[config.mk]
export PLATFORM = sky130hd
export DESIGN_NAME = seq_detect_prog
export DESIGN_NICKNAME = d
export VERILOG_FILES = /design/src/rtl/seq_detect_pkg.sv /design/src/rtl/seq_hist_shreg.sv /design/src/rtl/seq_detect_prog.sv
export SDC_FILE = /design/constraint.sdc
export NUM_CORES = 1
export LEC_CHECK = 0
export ABC_CLOCK_PERIOD_IN_PS = 2700
export BUFFER_PORTS_ARGS = -buffer_cell sky130_fd_sc_hd__buf_2
export CORE_UTILIZATION = 49
export CTS_BUF_LIST = sky130_fd_sc_hd__clkbuf_16
export DETAILED_ROUTE_END_ITERATION = 10
export PLACE_DENSITY = 0.86
export SYNTH_ARGS = -nofsm -noshare
export SYNTH_HDL_FRONTEND = slang
export SYNTH_HIERARCHICAL = 1
export SYNTH_SLANG_ARGS = --single-unit
[constraint.sdc]
create_clock -name clk -period 2.7 [get_ports clk]
set_clock_uncertainty 0.2 [all_clocks]
set_input_delay 0.405 -clock clk [delete_from_list [all_inputs] [get_ports clk]]
set_output_delay 0.405 -clock clk [all_outputs]
set_load 0.05 [all_outputs]
[src/rtl/seq_detect_pkg.sv]
`default_nettype none
// ============================================================================
// Module      : seq_detect_pkg
// Description : Shared definitions for the programmable sequence detector:
//               pattern-length width helper, default sync word and its
//               length, and the detection-mode encoding.
// Revision    : 1.0  initial release
// ============================================================================
package seq_detect_pkg;

    // Width needed to hold a length value in the range 0..pat_w.
    function automatic int len_width(input int pat_w);
        return $clog2(pat_w + 1);
    endfunction

    localparam logic [4:0] SYNC_WORD = 5'b11001;
    localparam int         SYNC_LEN  = 5;

    typedef enum logic {
        MODE_NONOVL = 1'b0,
        MODE_OVL    = 1'b1
    } mode_e;

endpackage : seq_detect_pkg
`default_nettype wire

[src/rtl/seq_hist_shreg.sv]
`default_nettype none
// ============================================================================
// Module      : seq_hist_shreg
// Description : History shift register of past stream bits (newest at bit 0)
//               with a saturating count of how many history bits are valid.
//               Clear has priority over shift.
// Ports       : clk, rst_n   clock / async active-low reset
//               clr          drop all history (fill -> 0)
//               shift        append in_bit to history
//               in_bit       bit to append
//               history      PAT_W-1 past bits, newest at bit 0
//               fill         valid history bits, saturates at PAT_W-1
// Revision    : 1.0  initial release
// ============================================================================
module seq_hist_shreg
    import seq_detect_pkg::*;
#(
    parameter int PAT_W = 8
) (
    input  logic                      clk,
    input  logic                      rst_n,
    input  logic                      clr,
    input  logic                      shift,
    input  logic                      in_bit,
    output logic [PAT_W-2:0]          history,
    output logic [$clog2(PAT_W)-1:0]  fill
);

    localparam int FILL_W = $clog2(PAT_W);
    localparam logic [FILL_W-1:0] FILL_MAX = FILL_W'(PAT_W - 1);

    logic [PAT_W-2:0] hist_shifted;

    // A two-bit maximum pattern leaves a one-bit history with nothing to
    // slice, so that case is built separately.
    generate
        if (PAT_W == 2) begin : g_hist_one
            assign hist_shifted = in_bit;
        end else begin : g_hist_multi
            assign hist_shifted = {history[PAT_W-3:0], in_bit};
        end
    endgenerate

    always_ff @(posedge clk or negedge rst_n) begin
        if (!rst_n) begin
            history <= '0;
            fill    <= '0;
        end else if (clr) begin
            history <= '0;
            fill    <= '0;
        end else if (shift) begin
            history <= hist_shifted;
            if (fill != FILL_MAX) begin
                fill <= fill + FILL_W'(1);
            end
        end
    end

endmodule : seq_hist_shreg
`default_nettype wire

[src/rtl/seq_detect_prog.sv]
`default_nettype none
// ============================================================================
// Module      : seq_detect_prog
// Description : Runtime-programmable serial pattern detector (1..PAT_W bits)
//               with overlapping / non-overlapping detection, a Mealy match
//               flag and a registered copy.
// Ports       : clk, rst_n      clock / async active-low reset
//               in_valid, in_bit qualified serial stream
//               mode_overlap     1 = overlapping, 0 = non-overlapping
//               cfg_load         pulse: load cfg_pattern / cfg_len
//               cfg_pattern      pattern, bit len-1 is received first
//               cfg_len          pattern length (1..PAT_W legal)
//               match            combinational match flag
//               match_q          match delayed one cycle
//               cfg_err          pulse: last cfg_load had an illegal length
//               active_len       programmed length
//               match_cnt        saturating match count (SEQDET_MATCH_CNT_EN)
// Options     : define SEQDET_MATCH_CNT_EN to build the match counter.
// Revision    : 1.0  initial release
// ============================================================================
module seq_detect_prog
    import seq_detect_pkg::*;
#(
    parameter int               PAT_W       = 8,
    parameter logic [PAT_W-1:0] DEF_PATTERN = PAT_W'(SYNC_WORD),
    parameter int               DEF_LEN     = SYNC_LEN,
    parameter int               CNT_W       = 16,
    localparam int              LEN_W       = len_width(PAT_W)
) (
    input  logic             clk,
    input  logic             rst_n,
    input  logic             in_valid,
    input  logic             in_bit,
    input  logic             mode_overlap,
    input  logic             cfg_load,
    input  logic [PAT_W-1:0] cfg_pattern,
    input  logic [LEN_W-1:0] cfg_len,
    output logic             match,
    output logic             match_q,
    output logic             cfg_err,
`ifdef SEQDET_MATCH_CNT_EN
    output logic [CNT_W-1:0] match_cnt,
`endif
    output logic [LEN_W-1:0] active_len
);

    localparam int FILL_W = $clog2(PAT_W);

    logic [PAT_W-1:0]  pattern;
    logic [PAT_W-2:0]  history;
    logic [FILL_W-1:0] fill;
    logic [PAT_W-1:0]  window;
    logic [PAT_W-1:0]  len_mask;
    logic              fill_ok;
    logic              pat_ok;
    logic              len_ok;
    logic              overlap_now;
    logic              hist_clr;
    logic              hist_shift;
    mode_e             mode;

    assign mode        = mode_e'(mode_overlap);
    assign overlap_now = (mode == MODE_OVL);

    // Candidate sequence: stored history followed by the bit arriving now.
    assign window = {history, in_bit};

    always_comb begin
        len_mask = '0;
        for (int i = 0; i < PAT_W; i++) begin
            len_mask[i] = (i < int'(active_len));
        end
    end

    // Need active_len-1 bits of history plus the current bit.
    assign fill_ok = (LEN_W'(fill) + LEN_W'(1)) >= active_len;
    assign pat_ok  = ((window ^ pattern) & len_mask) == '0;

    // Gated by rst_n so the flag is quiet throughout reset regardless of the
    // default configuration.
    assign match = rst_n & in_valid & ~cfg_load & fill_ok & pat_ok;

    // A non-overlapping hit consumes its bits: history restarts empty.
    assign hist_clr   = cfg_load | (match & ~overlap_now);
    assign hist_shift = in_valid & ~cfg_load & (~match | overlap_now);

    seq_hist_shreg #(
        .PAT_W (PAT_W)
    ) u_hist (
        .clk     (clk),
        .rst_n   (rst_n),
        .clr     (hist_clr),
        .shift   (hist_shift),
        .in_bit  (in_bit),
        .history (history),
        .fill    (fill)
    );

    assign len_ok = (cfg_len != '0) && (cfg_len <= LEN_W'(PAT_W));

    always_ff @(posedge clk or negedge rst_n) begin
        if (!rst_n) begin
            pattern    <= DEF_PATTERN;
            active_len <= LEN_W'(DEF_LEN);
            cfg_err    <= 1'b0;
            match_q    <= 1'b0;
        end else begin
            match_q <= match;
            cfg_err <= cfg_load & ~len_ok;
            if (cfg_load && len_ok) begin
                pattern    <= cfg_pattern;
                active_len <= cfg_len;
            end
        end
    end

`ifdef SEQDET_MATCH_CNT_EN
    always_ff @(posedge clk or negedge rst_n) begin
        if (!rst_n) begin
            match_cnt <= '0;
        end else if (cfg_load) begin
            match_cnt <= '0;
        end else if (match && (match_cnt != '1)) begin
            match_cnt <= match_cnt + CNT_W'(1);
        end
    end
`else
    // The counter width stays in the parameter list so both builds share one
    // instantiation; it has no consumer here.
    logic [CNT_W-1:0] cnt_width_unused;
    assign cnt_width_unused = '0;
`endif

endmodule : seq_detect_prog
`default_nettype wire

==> out/metrics.json, run 1 <==
{
  "final_layout": {
    "layout-drive-gt1-share_pct": 39.01,
    "fillerInstances": 205,
    "layout.cell_area.non_filler_mm2": 0.001582,
    "non_filler_cells_final": 171,
    "areaGrowthSynthToFinish_pct": 20.61,
    "antenna-diode-count": 0,
    "number_of_nets_in_the_finished_design": 167
  },
  "critical_path": {
    "critical_path.cell_chain": "ha_1, ha_1, o21ai_0, a221o_2, nor3_4, buf_6",
    "endpoint_kind": "output port",
    "timing.critical_path.arrival_ns": 2.06,
    "crit_buf_inv": 1,
    "critical-path-max-stage-delay_ns": 0.41,
    "crit_top_cell": "sky130_fd_sc_hd__ha_1",
    "timing.setup.critical_path_class": "register to output port",
    "timing.critical_path.max_delay_family": "adder cells",
    "cp_max_fo": 4,
    "cp-start-kind": "register",
    "timing.critical_path.slowest_stage_cell": "sky130_fd_sc_hd__dfrtp_1",
    "crit_required_ns": 2.10
  },
  "yosys": {
    "post-synth-top-area-cell": "sky130_fd_sc_hd__dfrtp_1",
    "post_synth_edffs": 0,
    "ys_ff_latch": 24,
    "synth_top_cells_by_area": "sky130_fd_sc_hd__dfrtp_1 36%, sky130_fd_sc_hd__dfstp_2 10%, sky130_fd_sc_hd__mux2_2 9.4%",
    "async_reset_ff_share_pct": 100.0,
    "synth_cells": 112,
    "number_of_warnings_reported_in_the_yosys_synthesis_log": 6,
    "postSynthNetCount": 137,
    "syn_area_per_cell_um2": 11.71,
    "synth_cell_types": 32,
    "postSynth.topFlopCell": "sky130_fd_sc_hd__dfrtp_1",
    "synth_seq_area_share_pct": 46.28,
    "synth_area_mm2": 0.001311,
    "synth_largest_type_area_fraction_pct": 36.26
  },
  "detailed_routing": {
    "detail-route-antenna-nets": 0,
    "route.vias.total": 958,
    "drtPass1Iterations": 4,
    "post_drt_via_cell_ratio": 5.602,
    "totalWireLength_mm": 2.677,
    "avgRoutedWirePerCell_um": 15.65,
    "drt_iter0_markers": 22,
    "post-route-drc-count": 0
  },
  "global_routing": {
    "pin_count_of_the_biggest_net_entering_global_routing": 25,
    "first_pass_grt_wire_length_mm": 4.326,
    "grt_antenna_before_repair": 0,
    "groute.usage.overall_pct": 21.68,
    "via_count_of_the_first_global_routing_pass": 976,
    "grt_remaining_overflow": 0
  },
  "power_and_ir_drop": {
    "power_switching_share_pct": 29.95,
    "clock_power_share_pct": 31.6,
    "peakVddDrop_uv": 507.8,
    "power_density_mw_per_mm2": 644.2,
    "relative_contribution_of_sequential_cells_to_total_power_pct": 44.0,
    "total_leakage_power_nw": 0.7383,
    "power.net_switching_uw": 305.1,
    "cell_internal_pwr_uw": 713.7,
    "share_comb_of_total_power_pct": 24.4
  },
  "timing": {
    "rsz_0062_raised_after_global_routing": "true",
    "final.hold.worst_slack_ns": 0.1719,
    "final-max-slew-violation-count": 0,
    "report.final.setup_viol": 0,
    "tightestPinTransition_ns": 0.4803,
    "post-route-period-util_pct": 98.65,
    "normalized_max_slew_margin_pct": 67.90,
    "finalHoldViolations": 0,
    "max_freq_mhz": 375.5,
    "finalCriticalPeriod_ns": 2.663
  },
  "min_path": {
    "timing.hold.worst.class": "primary input to register"
  },
  "cts": {
    "clk_latency_ns": 0.25,
    "post-cts-setup-buffers": 0,
    "numCtsBuffers": 3,
    "cts_htree_levels": 1,
    "cts_root_buf": "sky130_fd_sc_hd__clkbuf_16",
    "cts.path.max_buffers": 2,
    "cts.clk_slew.worst_paths_ns": 0.06,
    "clock-sinks": 24,
    "tritoncts_clock_tree": "built"
  },
  "die": {
    "num_io_pins": 25,
    "rows": 18,
    "fp.coreArea_mm2": 0.002500,
    "die_x_um": 53.73,
    "die_height_um": 53.73,
    "start_util_pct": 52.45,
    "die_area_mm2": 0.002887
  },
  "run_status": {
    "outcome": "complete, no violations"
  },
  "placed_design": {
    "port_buffers": 24,
    "gp_congestion": 0.8150,
    "detailed_place.area_mm2": 0.001474,
    "detailed_place_hpwl_mm": 1.896,
    "dp.cells": 166
  },
  "run": {
    "maxCapViolCount": 0
  }
}
## logic make-up (layout without fill, tap and decap cells)
logic type	count (synthesis)	after routing	share of synthesized area (%)
flip-flops	24	24	46.28
AND/OR/NAND/NOR	23	23	10.02
AO/OA/AOI/OAI	19	19	10.21
multiplexers	19	19	15.94
XOR/XNOR	10	10	6.680
buffers and inverters	10	39	4.198
adder cells (fa/ha/maj)	7	7	6.679
## cell usage in the layout, fill, tap and decap left out, types with 3 or more instances in the layout
cell type                   count
sky130_fd_sc_hd__mux2_2        11
sky130_fd_sc_hd__dfstp_2        5
sky130_fd_sc_hd__ha_1           7
sky130_fd_sc_hd__mux2i_1        7
sky130_fd_sc_hd__a21oi_1        4
sky130_fd_sc_hd__nor2_1         9
sky130_fd_sc_hd__buf_2         23
sky130_fd_sc_hd__buf_4          4
sky130_fd_sc_hd__o21ai_0        4
sky130_fd_sc_hd__clkbuf_16      3
sky130_fd_sc_hd__inv_1          6
sky130_fd_sc_hd__dfrtp_1       17
sky130_fd_sc_hd__nor3_1         3
sky130_fd_sc_hd__xnor2_1        8
## area by class of cell
class,instances,area [um2],share of cell area [%]
clock buffer,3,75.07,4.747
clock inverter,1,3.754,0.2373
inverter,6,22.52,1.424
multi-input combinational,78,666.9,42.17
sequential,24,609.3,38.53
tap,30,37.54,2.373
timing repair buffer,29,166.4,10.52
## sequential cells by signal, indices dropped and copies added, names as in the netlist
signal,cells
pattern,8
u_hist/history,7
match_q,1
cfg_err,1
u_hist/fill,3
active_len,4
## timing repair
action,in CTS,in global routing
gates resized for setup,1,3
setup endpoints to repair,1,1
hold buffers,1,0
endpoints found under the hold margin,19,0
## per-layer routing
metal  track usage (%)  share of wire, %  up-vias
met5                 0                 0        -
met4             7.456              0.49        0
met3             4.520               3.0        2
met2             37.04                54       23
met1             26.88                43      474
li1                  -                 -      459
## power by group through the flow
stage | registers (mW) | clock network, mW | logic (mW)
2_1_floorplan | 0.483 | 0 | 0.139
3_3_place_gp | 0.450 | 0 | 0.227
3_5_place_dp | 0.454 | 0 | 0.237
4_1_cts | 0.448 | 0.329 | 0.242
5_1_grt | 0.455 | 0.346 | 0.267
6_report | 0.449 | 0.322 | 0.248
## path summary, 6_finish.rpt
path                            slack, ns  cells after the start      startpoint             end
worst max-delay path                 0.04                      6  u_hist/fill[1]           match
worst min-delay path                 0.17                      2      cfg_len[1]   active_len[3]
worst max register to register       0.12                      8  u_hist/fill[1]  u_hist/fill[0]
worst min register to register       0.33                      1      pattern[7]      pattern[7]
max in group asynchronous            1.52                      3           rst_n      pattern[4]
min in group asynchronous            0.49                      3           rst_n         match_q
## stage by stage
step	TNS (ns)	utilization (%)	total power, mW	setup slack [ns]
after global routing	-0.07308	63.26	1.068	-0.04380
after detailed placement	0	58.96	0.6912	0.1480
final	0	63.26	1.019	0.03653
after floorplan	0	-	0.6222	0.03880
after global placement	0	58.96	0.6766	0.2242
after CTS	0	62.61	1.018	0.005805
## synth_stat cells (2+ instances only)
cell type                   number
sky130_fd_sc_hd__a21oi_1         4
sky130_fd_sc_hd__buf_2           2
sky130_fd_sc_hd__buf_6           2
sky130_fd_sc_hd__dfrtp_1        19
sky130_fd_sc_hd__dfstp_2         5
sky130_fd_sc_hd__ha_1            7
sky130_fd_sc_hd__inv_1           6
sky130_fd_sc_hd__mux2_2         11
sky130_fd_sc_hd__mux2i_1         7
sky130_fd_sc_hd__nand2b_1        2
sky130_fd_sc_hd__nand4bb_1       2
sky130_fd_sc_hd__nor2_1          9
sky130_fd_sc_hd__nor2b_1         2
sky130_fd_sc_hd__nor3_1          4
sky130_fd_sc_hd__o21ai_0         4
sky130_fd_sc_hd__o41ai_1         2
sky130_fd_sc_hd__xnor2_1         8
sky130_fd_sc_hd__xor2_1          2
(Power assumes the default switching activity.)
==> inputs of run 2 (changes only) <==
--- a/config.mk
+++ b/config.mk
@@ -11,6 +11,7 @@
 export CTS_BUF_LIST = sky130_fd_sc_hd__clkbuf_16
 export DETAILED_ROUTE_END_ITERATION = 10
 export PLACE_DENSITY = 0.86
+export RECOVER_POWER = 25
 export SYNTH_ARGS = -nofsm -noshare
 export SYNTH_HDL_FRONTEND = slang
 export SYNTH_HIERARCHICAL = 1
==> run 2 against run 1 <==
  * Cell count is the same
  * First-iteration DRC count is the same
  * Final area shrank 0.40%
  * Setup slack gained 0.017 ns
  * Count of clock-buffer cells in the layout is the same
  * Non-clock buffer count is the same
  * Critical endpoint unchanged
==> out/metrics.json, run 2 (same netlist as run 1, synthesis figures left out) <==
{
  "die": {
    "die_x_um": 53.73,
    "start_util_pct": 52.45,
    "die_area_mm2": 0.002887,
    "fp.coreArea_mm2": 0.002500,
    "num_io_pins": 25,
    "rows": 18,
    "die_height_um": 53.73
  },
  "final_layout": {
    "layout-drive-gt1-share_pct": 36.88,
    "antenna-diode-count": 0,
    "number_of_nets_in_the_finished_design": 167,
    "most-common-layout-cells": "21 x sky130_fd_sc_hd__buf_2, 17 x sky130_fd_sc_hd__dfrtp_1, 11 x sky130_fd_sc_hd__mux2_2",
    "multiInputGateArea_um2": 666.9,
    "largest_register_ff_count": 8,
    "layout.area.seq_um2": 609.3,
    "layout.cell_area.non_filler_mm2": 0.001575,
    "regMostFlops": "pattern",
    "fillerInstances": 208,
    "areaGrowthSynthToFinish_pct": 20.13,
    "largest_registers": "pattern x8, u_hist/history x7, active_len x4",
    "mostFrequentLayoutCell": "sky130_fd_sc_hd__buf_2"
  },
  "cts": {
    "numCtsBuffers": 3,
    "cts_htree_levels": 1,
    "cts.clk_slew.worst_paths_ns": 0.06,
    "clk_latency_ns": 0.25,
    "tritoncts_clock_tree": "built",
    "cts.path.max_buffers": 2,
    "cts_root_buf": "sky130_fd_sc_hd__clkbuf_16",
    "clock-sinks": 24
  },
  "critical_path": {
    "crit_top_cell": "sky130_fd_sc_hd__ha_1",
    "timing.setup.critical_path_class": "register to output port",
    "r2r-end": "u_hist/fill[0]",
    "worst_case_register_to_register_setup_slack_ns": 0.12,
    "regToRegStartpoint": "u_hist/fill[1]",
    "cp_max_fo": 4,
    "critical-path-max-stage-delay_ns": 0.41,
    "reg2regPathDepth": 9,
    "crit_required_ns": 2.10,
    "endpoint_kind": "output port",
    "cp-start-kind": "register",
    "critical_path.cell_chain": "ha_1, ha_1, o21ai_0, a221o_2, nor3_4, buf_6",
    "timing.critical_path.arrival_ns": 2.04,
    "timing.critical_path.slowest_stage_cell": "sky130_fd_sc_hd__dfrtp_1"
  },
  "timing": {
    "final-max-slew-violation-count": 0,
    "finalHoldViolations": 0,
    "normalized_max_slew_margin_pct": 14.59,
    "tightestPinTransition_ns": 1.281,
    "rsz_0062_raised_after_global_routing": "true",
    "max_freq_mhz": 377.9,
    "finalCriticalPeriod_ns": 2.646,
    "post-route-period-util_pct": 98.00,
    "setup_tns_ns": 0,
    "report.final.setup_viol": 0
  },
  "run_status": {
    "outcome": "complete, no violations"
  },
  "global_routing": {
    "grt_antenna_before_repair": 0,
    "pin_count_of_the_biggest_net_entering_global_routing": 25,
    "first_pass_grt_wire_length_mm": 4.326,
    "groute.usage.overall_pct": 21.68,
    "via_count_of_the_first_global_routing_pass": 976,
    "grt_remaining_overflow": 0
  },
  "detailed_routing": {
    "post_drt_via_cell_ratio": 5.608,
    "post-route-drc-count": 0,
    "detail-route-antenna-nets": 0,
    "route.vias.total": 959,
    "drt_iter0_markers": 22,
    "drtPass1Iterations": 4,
    "avgRoutedWirePerCell_um": 15.58,
    "totalWireLength_mm": 2.664
  },
  "min_path": {
    "hold_path_end": "active_len[3]",
    "hold_path_startpoint": "cfg_len[0]",
    "worst_hold_path.num_cells": 2,
    "timing.hold.worst.class": "primary input to register"
  },
  "power_and_ir_drop": {
    "peakVddDrop_uv": 507.4,
    "power_density_mw_per_mm2": 646.1,
    "total_leakage_power_nw": 0.7292,
    "post-layout-total-power_mw": 1.018
  },
  "placed_design": {
    "port_buffers": 24,
    "detailed_place.area_mm2": 0.001474,
    "detailed_place_hpwl_mm": 1.896,
    "gp_congestion": 0.8150
  },
  "run": {
    "maxCapViolCount": 0
  }
}
-- run 2: how the worst max path moves through the flow --
stage	startpoint	endpoint	slack, ns
final	u_hist/fill[1]	match	0.05
after global routing	u_hist/fill[1]	match	-0.04
after CTS	u_hist/fill[1]	match	0.006
after detailed placement	u_hist/fill[1]	u_hist/fill[0]	0.15
after global placement	u_hist/fill[1]	u_hist/fill[0]	0.22
after floorplan	active_len[2]	u_hist/fill[0]	0.04
-- run 2: layout make-up --
class	instances	share of cell area (%)
Clock buffer	3	4.766
Clock inverter	1	0.2383
Inverter	6	1.430
Multi-Input combinational cell	78	42.34
Sequential cell	24	38.68
Tap cell	30	2.383
Timing Repair Buffer	29	10.17
-- run 2: timing repair --
action | CTS | global route
hold buffers | 1 | 0
buffers inserted | 0 | 0
hold endpoints to repair | 19 | 0
gates resized for setup | 1 | 3
setup endpoints to repair | 1 | 1
pin swaps | 0 | 0
-- run 2: through the flow --
stage	util (%)	hold WS, ns	worst slack, ns	instances
floorplan	-	-0.09059	0.03880	112
global placement	58.96	0.2188	0.2242	166
detailed placement	58.96	0.2276	0.1480	166
CTS	62.61	0.1707	0.005805	171
global route	63.01	0.1764	-0.04380	171
finish	63.01	0.1797	0.05394	171
-- run 2: critical path: cells and delay by family (launching register included) --
kind                       cells  cell delay, ns
DFF                            1            0.41
buffers and inverters          1            0.18
adders and majority gates      2            0.57
and+or+nand+nor                1            0.15
AOI/OAI and AO/OA              2            0.47
-- run 2: power by group --
part	internal, mW	switching, mW	leakage (nW)
registers	0.408	0.0405	0.299
clock network	0.198	0.125	0.0385
logic	0.107	0.140	0.392
-- run 2: per-layer routing --
layer  up-vias  wire length, um  GRT usage [%]
li1        461                -              -
met1       477             1157          26.88
met2        19             1422          37.04
met3         2               70          4.520
met4         0               13          7.456
met5         -                0              0
